File: config.mk
export PLATFORM = sky130hd
export DESIGN_NAME = lsu_ctrl_flat
export DESIGN_NICKNAME = d
export VERILOG_FILES = /design/src/rtl/lsu_pkg.sv /design/src/rtl/lsu_if.sv /design/src/rtl/lsu_load_ext.sv /design/src/rtl/lsu_ctrl.sv /design/src/flat_wrapper.sv
export SDC_FILE = /design/constraint.sdc
export NUM_CORES = 1
export LEC_CHECK = 0
export CAP_MARGIN = 20
export CORE_ASPECT_RATIO = 0.7
export CORE_UTILIZATION = 41
export CTS_CLUSTER_DIAMETER = 150
export CTS_CLUSTER_SIZE = 25
export DETAILED_ROUTE_END_ITERATION = 8
export GPL_TIMING_DRIVEN = 0
export HOLD_SLACK_MARGIN = 0.15
export PLACE_DENSITY = 0.81
export SLEW_MARGIN = 0
export SYNTH_ARGS = -nofsm -noshare
export SYNTH_HDL_FRONTEND = slang
export SYNTH_HIERARCHICAL = 1
export SYNTH_SLANG_ARGS = --single-unit
File: constraint.sdc
create_clock -name clk -period 1.7 [get_ports clk]
set_clock_uncertainty 0.1 [all_clocks]
set_input_delay 0.51 -clock clk [delete_from_list [all_inputs] [get_ports clk]]
set_output_delay 0.51 -clock clk [all_outputs]
set_load 0.1 [all_outputs]
File: src/rtl/lsu_pkg.sv
// lsu_pkg: shared definitions for the load/store controller.
//   - funct3 encodings for the supported load/store widths
//   - memory size codes driven on mem_byte
//   - FSM state type
//   - decode helpers (legality, size, alignment)
package lsu_pkg;

    localparam logic [2:0] F3_B  = 3'b000;
    localparam logic [2:0] F3_H  = 3'b001;
    localparam logic [2:0] F3_W  = 3'b010;
    localparam logic [2:0] F3_BU = 3'b100;
    localparam logic [2:0] F3_HU = 3'b101;

    localparam logic [1:0] SZ_BYTE = 2'd0;
    localparam logic [1:0] SZ_HALF = 2'd1;
    localparam logic [1:0] SZ_WORD = 2'd2;

    typedef enum logic [1:0] {IDLE, ACCESS, RESP} lsu_state_e;

    // Unsigned variants only exist for loads.
    function automatic logic f3_illegal(input logic store, input logic [2:0] f3);
        case (f3)
            F3_B, F3_H, F3_W: return 1'b0;
            F3_BU, F3_HU:     return store;
            default:          return 1'b1;
        endcase
    endfunction

    function automatic logic [1:0] f3_size(input logic [2:0] f3);
        case (f3)
            F3_H, F3_HU: return SZ_HALF;
            F3_W:        return SZ_WORD;
            default:     return SZ_BYTE;
        endcase
    endfunction

    function automatic logic misaligned(input logic [1:0] size, input logic [1:0] addr_lo);
        return ((size == SZ_HALF) && addr_lo[0]) || ((size == SZ_WORD) && (addr_lo != 2'b00));
    endfunction

endpackage

File: src/rtl/lsu_if.sv
// lsu_if: request, response and data-memory signals of the load/store controller.
//   slave  : the controller view (accepts requests, drives responses and memory)
//   master : the core + memory view (issues requests, consumes responses,
//            returns combinational read data)
interface lsu_if #(
    parameter int AWIDTH = 32,
    parameter int DWIDTH = 32
);
    logic              req_valid;
    logic              req_ready;
    logic              req_store;
    logic [2:0]        req_funct3;
    logic [AWIDTH-1:0] req_addr;
    logic [DWIDTH-1:0] req_wdata;

    logic              rsp_valid;
    logic              rsp_ready;
    logic [DWIDTH-1:0] rsp_rdata;
    logic              rsp_err;

    logic              mem_wr;
    logic [1:0]        mem_byte;
    logic [AWIDTH-1:0] mem_addr;
    logic [DWIDTH-1:0] mem_wdata;
    logic [DWIDTH-1:0] mem_rdata;

    modport slave (
        input  req_valid, req_store, req_funct3, req_addr, req_wdata, rsp_ready, mem_rdata,
        output req_ready, rsp_valid, rsp_rdata, rsp_err, mem_wr, mem_byte, mem_addr, mem_wdata
    );

    modport master (
        output req_valid, req_store, req_funct3, req_addr, req_wdata, rsp_ready, mem_rdata,
        input  req_ready, rsp_valid, rsp_rdata, rsp_err, mem_wr, mem_byte, mem_addr, mem_wdata
    );
endinterface

File: src/rtl/lsu_load_ext.sv
// lsu_load_ext: combinational load-data extension.
//   funct3 : load encoding (LB/LH/LW/LBU/LHU)
//   rdata  : raw memory read data, low-aligned
//   ext    : sign/zero-extended result; 0 for any other encoding
module lsu_load_ext
    import lsu_pkg::*;
#(
    parameter int DWIDTH = 32
) (
    input  logic [2:0]        funct3,
    input  logic [DWIDTH-1:0] rdata,
    output logic [DWIDTH-1:0] ext
);
    always_comb begin
        ext = '0;
        case (funct3)
            F3_B:    ext = {{(DWIDTH-8){rdata[7]}}, rdata[7:0]};
            F3_H:    ext = {{(DWIDTH-16){rdata[15]}}, rdata[15:0]};
            F3_W:    ext = rdata;
            F3_BU:   ext = {{(DWIDTH-8){1'b0}}, rdata[7:0]};
            F3_HU:   ext = {{(DWIDTH-16){1'b0}}, rdata[15:0]};
            default: ext = '0;
        endcase
    end
endmodule

File: src/rtl/lsu_ctrl.sv
// lsu_ctrl: single-outstanding load/store controller (IDLE -> ACCESS -> RESP).
//   clk, rst : clock, synchronous active-high reset
//   bus      : lsu_if.slave -- req_* handshake in, rsp_* handshake out,
//              mem_* data-memory port (combinational mem_rdata)
// Optional feature: define LSU_MISALIGN_TRAP_EN to reject misaligned
// halfword/word accesses with rsp_err instead of passing them to memory.
module lsu_ctrl
    import lsu_pkg::*;
#(
    parameter int AWIDTH = 32,
    parameter int DWIDTH = 32
) (
    input  logic clk,
    input  logic rst,
    lsu_if.slave bus
);
    lsu_state_e        state_q, state_d;
    logic              store_q;
    logic [2:0]        f3_q;
    logic [AWIDTH-1:0] addr_q;
    logic [DWIDTH-1:0] wdata_q;
    logic [1:0]        size_q;
    logic              err_q, err_d;
    logic [DWIDTH-1:0] rdata_q;
    logic              rsp_err_q;
    logic [DWIDTH-1:0] ext_data;

`ifdef LSU_MISALIGN_TRAP_EN
    assign err_d = f3_illegal(bus.req_store, bus.req_funct3)
                 || misaligned(f3_size(bus.req_funct3), bus.req_addr[1:0]);
`else
    assign err_d = f3_illegal(bus.req_store, bus.req_funct3);
`endif

    lsu_load_ext #(.DWIDTH(DWIDTH)) u_ext (
        .funct3 (f3_q),
        .rdata  (bus.mem_rdata),
        .ext    (ext_data)
    );

    // The request registers double as the memory-side outputs: they only
    // change on a request handshake, so address/data hold between accesses.
    always_ff @(posedge clk) begin
        if (rst) begin
            state_q   <= IDLE;
            store_q   <= 1'b0;
            f3_q      <= '0;
            addr_q    <= '0;
            wdata_q   <= '0;
            size_q    <= SZ_BYTE;
            err_q     <= 1'b0;
            rdata_q   <= '0;
            rsp_err_q <= 1'b0;
        end else begin
            state_q <= state_d;
            if (state_q == IDLE && bus.req_valid) begin
                store_q <= bus.req_store;
                f3_q    <= bus.req_funct3;
                addr_q  <= bus.req_addr;
                wdata_q <= bus.req_wdata;
                size_q  <= f3_size(bus.req_funct3);
                err_q   <= err_d;
            end
            if (state_q == ACCESS) begin
                rdata_q   <= (!store_q && !err_q) ? ext_data : '0;
                rsp_err_q <= err_q;
            end
        end
    end

    // mem_wr is deliberately not gated by rst: a store whose ACCESS cycle
    // meets the reset edge still commits, since memory samples it there.
    always_comb begin
        state_d       = state_q;
        bus.req_ready = 1'b0;
        bus.rsp_valid = 1'b0;
        bus.mem_wr    = 1'b0;
        case (state_q)
            IDLE: begin
                bus.req_ready = !rst;
                if (bus.req_valid) state_d = ACCESS;
            end
            ACCESS: begin
                bus.mem_wr = store_q && !err_q;
                state_d    = RESP;
            end
            RESP: begin
                bus.rsp_valid = !rst;
                if (bus.rsp_ready) state_d = IDLE;
            end
            default: state_d = IDLE;
        endcase
    end

    assign bus.rsp_rdata = rdata_q;
    assign bus.rsp_err   = rsp_err_q;
    assign bus.mem_byte  = size_q;
    assign bus.mem_addr  = addr_q;
    assign bus.mem_wdata = wdata_q;

endmodule

File: src/flat_wrapper.sv
// flat-port wrapper written by rule: the top's interface ports become plain ports
module lsu_ctrl_flat import lsu_pkg::*;
#(
    parameter int AWIDTH = 32,
    parameter int DWIDTH = 32
)
  (clk, rst, bus_req_valid, bus_req_store, bus_req_funct3, bus_req_addr, bus_req_wdata, bus_rsp_ready, bus_mem_rdata, bus_req_ready, bus_rsp_valid, bus_rsp_rdata, bus_rsp_err, bus_mem_wr, bus_mem_byte, bus_mem_addr, bus_mem_wdata);
  lsu_if #(.AWIDTH(AWIDTH), .DWIDTH(DWIDTH)) bus_i ();
  input  logic clk;
  input  logic rst;
  input wire logic [$bits(bus_i.req_valid)-1:0] bus_req_valid;
  input wire logic [$bits(bus_i.req_store)-1:0] bus_req_store;
  input wire logic [$bits(bus_i.req_funct3)-1:0] bus_req_funct3;
  input wire logic [$bits(bus_i.req_addr)-1:0] bus_req_addr;
  input wire logic [$bits(bus_i.req_wdata)-1:0] bus_req_wdata;
  input wire logic [$bits(bus_i.rsp_ready)-1:0] bus_rsp_ready;
  input wire logic [$bits(bus_i.mem_rdata)-1:0] bus_mem_rdata;
  output wire logic [$bits(bus_i.req_ready)-1:0] bus_req_ready;
  output wire logic [$bits(bus_i.rsp_valid)-1:0] bus_rsp_valid;
  output wire logic [$bits(bus_i.rsp_rdata)-1:0] bus_rsp_rdata;
  output wire logic [$bits(bus_i.rsp_err)-1:0] bus_rsp_err;
  output wire logic [$bits(bus_i.mem_wr)-1:0] bus_mem_wr;
  output wire logic [$bits(bus_i.mem_byte)-1:0] bus_mem_byte;
  output wire logic [$bits(bus_i.mem_addr)-1:0] bus_mem_addr;
  output wire logic [$bits(bus_i.mem_wdata)-1:0] bus_mem_wdata;
  assign bus_i.req_valid = bus_req_valid;
  assign bus_i.req_store = bus_req_store;
  assign bus_i.req_funct3 = bus_req_funct3;
  assign bus_i.req_addr = bus_req_addr;
  assign bus_i.req_wdata = bus_req_wdata;
  assign bus_i.rsp_ready = bus_rsp_ready;
  assign bus_i.mem_rdata = bus_mem_rdata;
  assign bus_req_ready = bus_i.req_ready;
  assign bus_rsp_valid = bus_i.rsp_valid;
  assign bus_rsp_rdata = bus_i.rsp_rdata;
  assign bus_rsp_err = bus_i.rsp_err;
  assign bus_mem_wr = bus_i.mem_wr;
  assign bus_mem_byte = bus_i.mem_byte;
  assign bus_mem_addr = bus_i.mem_addr;
  assign bus_mem_wdata = bus_i.mem_wdata;
  lsu_ctrl #(.AWIDTH(AWIDTH), .DWIDTH(DWIDTH)) u_core (.clk(clk), .rst(rst), .bus(bus_i));
endmodule
# ---- After elaboration in Yosys (flattened, before gate mapping)
# Cells that the tools add are included.
dict set report classes {
  n_eq_ne 12
  mux 10
  reduce_logical 13
}
# cell n
set op_table {}
lappend op_table {{$pmux W32 S5} 1}
lappend op_table {{$mux W32} 1}
lappend op_table {{$eq A3 B3 Y1 const B} 4}
lappend op_table {{$eq A3 B1 Y1 const B} 2}
lappend op_table {{$eq A3 B2 Y1 const B} 2}
lappend op_table {{$logic_not A3 Y1} 2}
lappend op_table {{$pmux W2 S3} 1}
lappend op_table {{$mux W2} 2}
lappend op_table {{$ne A2 B2 Y1 const B} 2}
lappend op_table {{$pmux W2 S2} 1}
lappend op_table {{$reduce_or A2 Y1} 2}
lappend op_table {{$logic_and A1 B1 Y1} 3}
lappend op_table {{$logic_not A1 Y1} 3}
lappend op_table {{$mux W1} 3}
lappend op_table {{$reduce_or A3 Y1} 1}
lappend op_table {{$eq A2 B1 Y1 const B} 1}
lappend op_table {{$eq A2 B2 Y1 const B} 1}
lappend op_table {{$logic_not A2 Y1} 1}
lappend op_table {{$pmux W1 S2} 1}
lappend op_table {{$reduce_and A2 Y1} 1}
dict set report word_totals {
  register_bits 106
  in_bits 104
  elab_cells 44
}

# ---- Depth between registers and ports, before layout
dict set report depth {
  word_depth 3
  mapped_depth 5
  depth_no_buf 3
}

# ---- Modules after synthesis
# Netlist, hierarchy kept.
# mod cells_each n_inst seq_area_each_um2 area_each_um2
set by_module_without_submodules {}
lappend by_module_without_submodules {lsu_ctrl 397 1 2122.0 3677.3}
lappend by_module_without_submodules {lsu_load_ext 71 1 0.0 593.1}

# ---- Worst setup path before layout
# No wires, ideal clock.
dict set report synth_timing {
  path_type {input to output}
  startpoint {input rst}
  endpoint {output bus_rsp_valid}
  arrival_time_ns 2.866
  cell_stages 2
  slack_ns -1.776
  cell_sequence {buf_2 -> nor3b_1}
}
dict set report synth_via {
  elab_chain_cells 2
}
# element line
set synth_lines {}
lappend synth_lines {{start: declaration} flat_wrapper.sv:10} ;# input logic rst;
lappend synth_lines {{$logic_not A1 Y1} lsu_ctrl.sv:88} ;# bus.rsp_valid = !rst;
lappend synth_lines {{$mux W1} lsu_ctrl.sv:78} ;# case (state_q)
lappend synth_lines {{end: declaration} flat_wrapper.sv:19} ;# output wire logic [$bits(bus_i.rsp_valid)-1:0] bus_rsp_valid;
# No other way between the ends.

# ---- Final worst setup path
dict set report layout_timing {
  startpoint {register u_core.state_q[1]}
  endpoint {output bus_mem_wr}
}
dict set report layout_via {
  elab_chain_cells 2
}
# element line
set layout_lines {}
lappend layout_lines {{start: declaration} lsu_ctrl.sv:17} ;# lsu_state_e state_q, state_d;
lappend layout_lines {{start signal: assignment} lsu_ctrl.sv:55} ;# state_q <= state_d;
lappend layout_lines {{$eq A2 B1 Y1} lsu_ctrl.sv:78}
lappend layout_lines {{$mux W1} lsu_ctrl.sv:78}
lappend layout_lines {{end: declaration} flat_wrapper.sv:22} ;# output wire logic [$bits(bus_i.mem_wr)-1:0] bus_mem_wr;
# No other way between the ends.

==> impl_metrics.yaml <==
cells_and_area:
  syn2layout_area_growth_pct: 56.3
  drive_above_1_share_pct: 24.9
  final_area_mm2: 0.00668
  fin_nets: 791
  antenna_cells: 0
  register_area_mm2: 0.00213
  multi_input_area_mm2: 0.00185
  nFillCells: 797
logic_synthesis:
  syn_inst: 468
  synthDistinctLibCells: 30
  ys_seq_elements: 106
  synthArstFlopShare_pct: 0
  syn_nets: 572
  syn_avg_cell_area_um2: 9.12
  yosysSeqAreaShare_pct: 49.7
  synth_warnings: 6
  synth_edf_count: 0
  synth-main-ff-cell: "dfxtp_1"
  syn-cell-area_mm2: 0.00427
setup_path:
  r2r_cells: 6
  crit_type: "reg -> out"
  rrSetupSlack_ns: 0.13
  critPathMaxStageDelay_ns: 0.36
  worstPathRequired_ns: 1.09
  cp_slowest_cell: "dfxtp_4"
  crit_buf_inv: 1
  reg2reg_from: "u_core/state_q[1]"
  crit_chain: "nand2b_4 > nor3b_4 > buf_12"
  critPathCaptureType: "output pin"
  startpoint_type: "flop"
  cp_top_family: "flip-flops"
  cp_max_fo: 3
  reg2reg_to: "u_core/bus.mem_addr[26]"
  crit_arrival_ns: 1.27
pwr:
  power.leakage_nw: 2.78
  ir_drop_mv: 0.573
  power_density_mw_per_mm2: 1050
  p_total_mw: 7.00
clock_tree:
  clk_pin_slew_worst_paths_ns: 0.07
  clockRootBuffer: "clkbuf_16"
  clock_sink_count: 106
  cts_max_path_buffers: 2
  numCtsBuffers: 9
  cts_max_level: 3
  clkLatencyLatePin_ns: 0.34
  cts_tree: "yes"
outcome:
  status: "finished with violations"
  violations: "setup timing"
global_routing:
  grt.busiest_layer: "met2"
  met1_usage_pct: 30.7
  antenna_found_initial: 0
  use_met2_pct: 37.8
  grt_usage_pct: 23.4
  use_met3_pct: 6.35
  grt_max_degree: 19
  grt_pass1_vias: 3929
  grt_pass1_wl_um: 19500
  overflow: 0
sta:
  maxSlewHeadroom_pct: 53.6
  fmax_mhz: 533
  period_needed_ns: 1.88
  maxSlewViolCount: 0
  tightest_slew_ns: 0.688
  hold_viol: 0
  rsz0062_at_grt: "yes"
  fin_ws_ns: -0.177
  setup_viol: 3
  finalCritPeriodShare_pct: 110
floorplan:
  die_area_mm2: 0.0108
  die_w_um: 124
  io_pins: 206
  core_mm2: 0.00991
  die_h_um: 87.4
  rows: 30
  start_util_pct: 43.1
worst_hold_path:
  hold_path_end: "u_core/bus.mem_addr[4]"
  hold_class: "reg -> reg"
  holdCritStartpoint: "u_core/bus.mem_addr[4]"
  min_path_cells: 2
placed_design:
  dpl.hpwl_um: 9390
  dpl_cell_area_mm2: 0.00652
  portBuffers: 204
  place.gp.congestion: 0.842
routing:
  detail_route.first_pass.iterations: 4
  drt_wl_total_um: 12600
  drt_iter0_drc: 196
  final_antenna_net_count: 0
  drc: 0
  vias_per_cell: 4.94
  wl_per_cell_um: 15.4
  num_vias: 4054
flow_run:
  max_cap_violations: 0
[registers in the layout (all words and copies together), names as in the netlist]
register              count
u_core/bus.mem_addr      32
u_core/bus.mem_wdata     32
u_core/bus.rsp_rdata     32
u_core/f3_q               3
u_core/bus.mem_byte       2
u_core/state_q            2
u_core/bus.rsp_err        1
u_core/err_q              1
u_core/store_q            1
[where the power goes]
group          internal (mW)  total [mW]  leakage, nW  switching (mW)
Sequential              2.63        2.72        0.869          0.0908
Combinational          0.674        2.14         1.76            1.46
Clock                   1.20        2.14        0.155           0.942
Total                   4.50        7.00         2.78            2.49
[tightest hold or removal path: stages (launching register included)]
cell,delay (ns)
dfxtp_1,0.31
nand2_1,0.05
a21oi_1,0.05
[cells by family (layout without fill, tap and decap cells)]
| family | count (synthesis) | count (layout) | synth area share [%] |
|---|---|---|---|
| AOI/OAI and AO/OA | 130 | 130 | 19.2 |
| buffers and inverters | 42 | 266 | 8.15 |
| DFF | 106 | 106 | 49.7 |
| muxes | 25 | 25 | 5.86 |
| and+or+nand+nor | 165 | 165 | 17.1 |
[how the worst max path moves through the flow]
stage,end,from,slack [ns],depth (start not counted)
6_report,bus_mem_wr,u_core/state_q[1],-0.18,3
5_1_grt,bus_mem_wr,u_core/state_q[1],-0.25,3
4_1_cts,bus_mem_wr,u_core/state_q[1],-0.22,3
3_5_place_dp,bus_rsp_valid,rst,-1.60,4
3_3_place_gp,bus_rsp_valid,rst,-1.58,4
2_1_floorplan,bus_rsp_valid,rst,-0.38,2
[synth_stat cells (2+ instances only)]
cell,number,area (um^2)
nand2_1,139,522
clkbuf_1,7,26.3
and2_1,9,56.3
mux2i_1,25,250
a22o_1,32,280
a21oi_1,71,355
nor2b_1,2,12.5
buf_2,4,20.0
nor2_1,3,11.3
dfxtp_1,106,2120
o2bb2ai_1,7,61.3
buf_4,9,67.6
nor3b_1,3,22.5
o21ai_2,3,26.3
o21ai_1,9,45.0
o21ai_0,6,30.0
buf_6,20,225
[stage by stage]
step	setup TNS, ns	cells	hold slack [ns]	setup WS (ns)	util, %
2_1_floorplan	-0.794	468	0.349	-0.382	-
3_3_place_gp	-77.39	800	0.342	-1.58	65.8
3_5_place_dp	-82.32	800	0.346	-1.60	65.8
4_1_cts	-0.479	818	0.357	-0.221	66.9
5_1_grt	-0.630	820	0.369	-0.246	67.4
6_report	-0.448	820	0.355	-0.177	67.4
[cell type report]
type / instances / share of cell area [%]
plain buffers: 42 / 5.62
clock buffers: 10 / 3.58
clock inverters: 6 / 1.09
multi-input cells: 320 / 27.7
flip-flops and latches: 106 / 31.9
well taps: 128 / 2.40
repair buffers: 208 / 27.7
[per-layer routing]
layer,routed length (um),share of wire [%]
met2,5960,47
met1,5600,44
met5,0,0
met3,917,7.3
met4,146,1.2
[cell usage in the layout (no fill, tap or decap), drive strengths merged]
master | Yosys | layout
nor2 | 3 | 3
o2bb2ai | 8 | 8
nand2 | 139 | 139
nor3b | 3 | 3
nor4 | 1 | 1
clkbuf | 8 | 18
nand3b | 1 | 1
mux2i | 25 | 25
buf | 34 | 141
dfxtp | 106 | 106
clkdlybuf4s50 | 0 | 100
o21ai | 18 | 18
a311oi | 1 | 1
or3b | 2 | 2
a21oi | 71 | 71
nor2b | 2 | 2
clkinv | 0 | 3
nor3 | 1 | 1
a22o | 32 | 32
bufinv | 0 | 1
and2 | 9 | 9
or2 | 1 | 1
nand4bb | 1 | 1
dlymetal6s2s | 0 | 1
nand2b | 1 | 1
inv | 0 | 2
nand3 | 1 | 1
[what timing repair did]
action | CTS | global route
gates cloned | 0 | 1
hold buffers | 0 | 0
gates resized for setup | 629 | 8
endpoints found under the setup margin | 193 | 72
buffers inserted | 2 | 1
pin swaps | 2 | 2
Power figures use the tool's default switching activity.
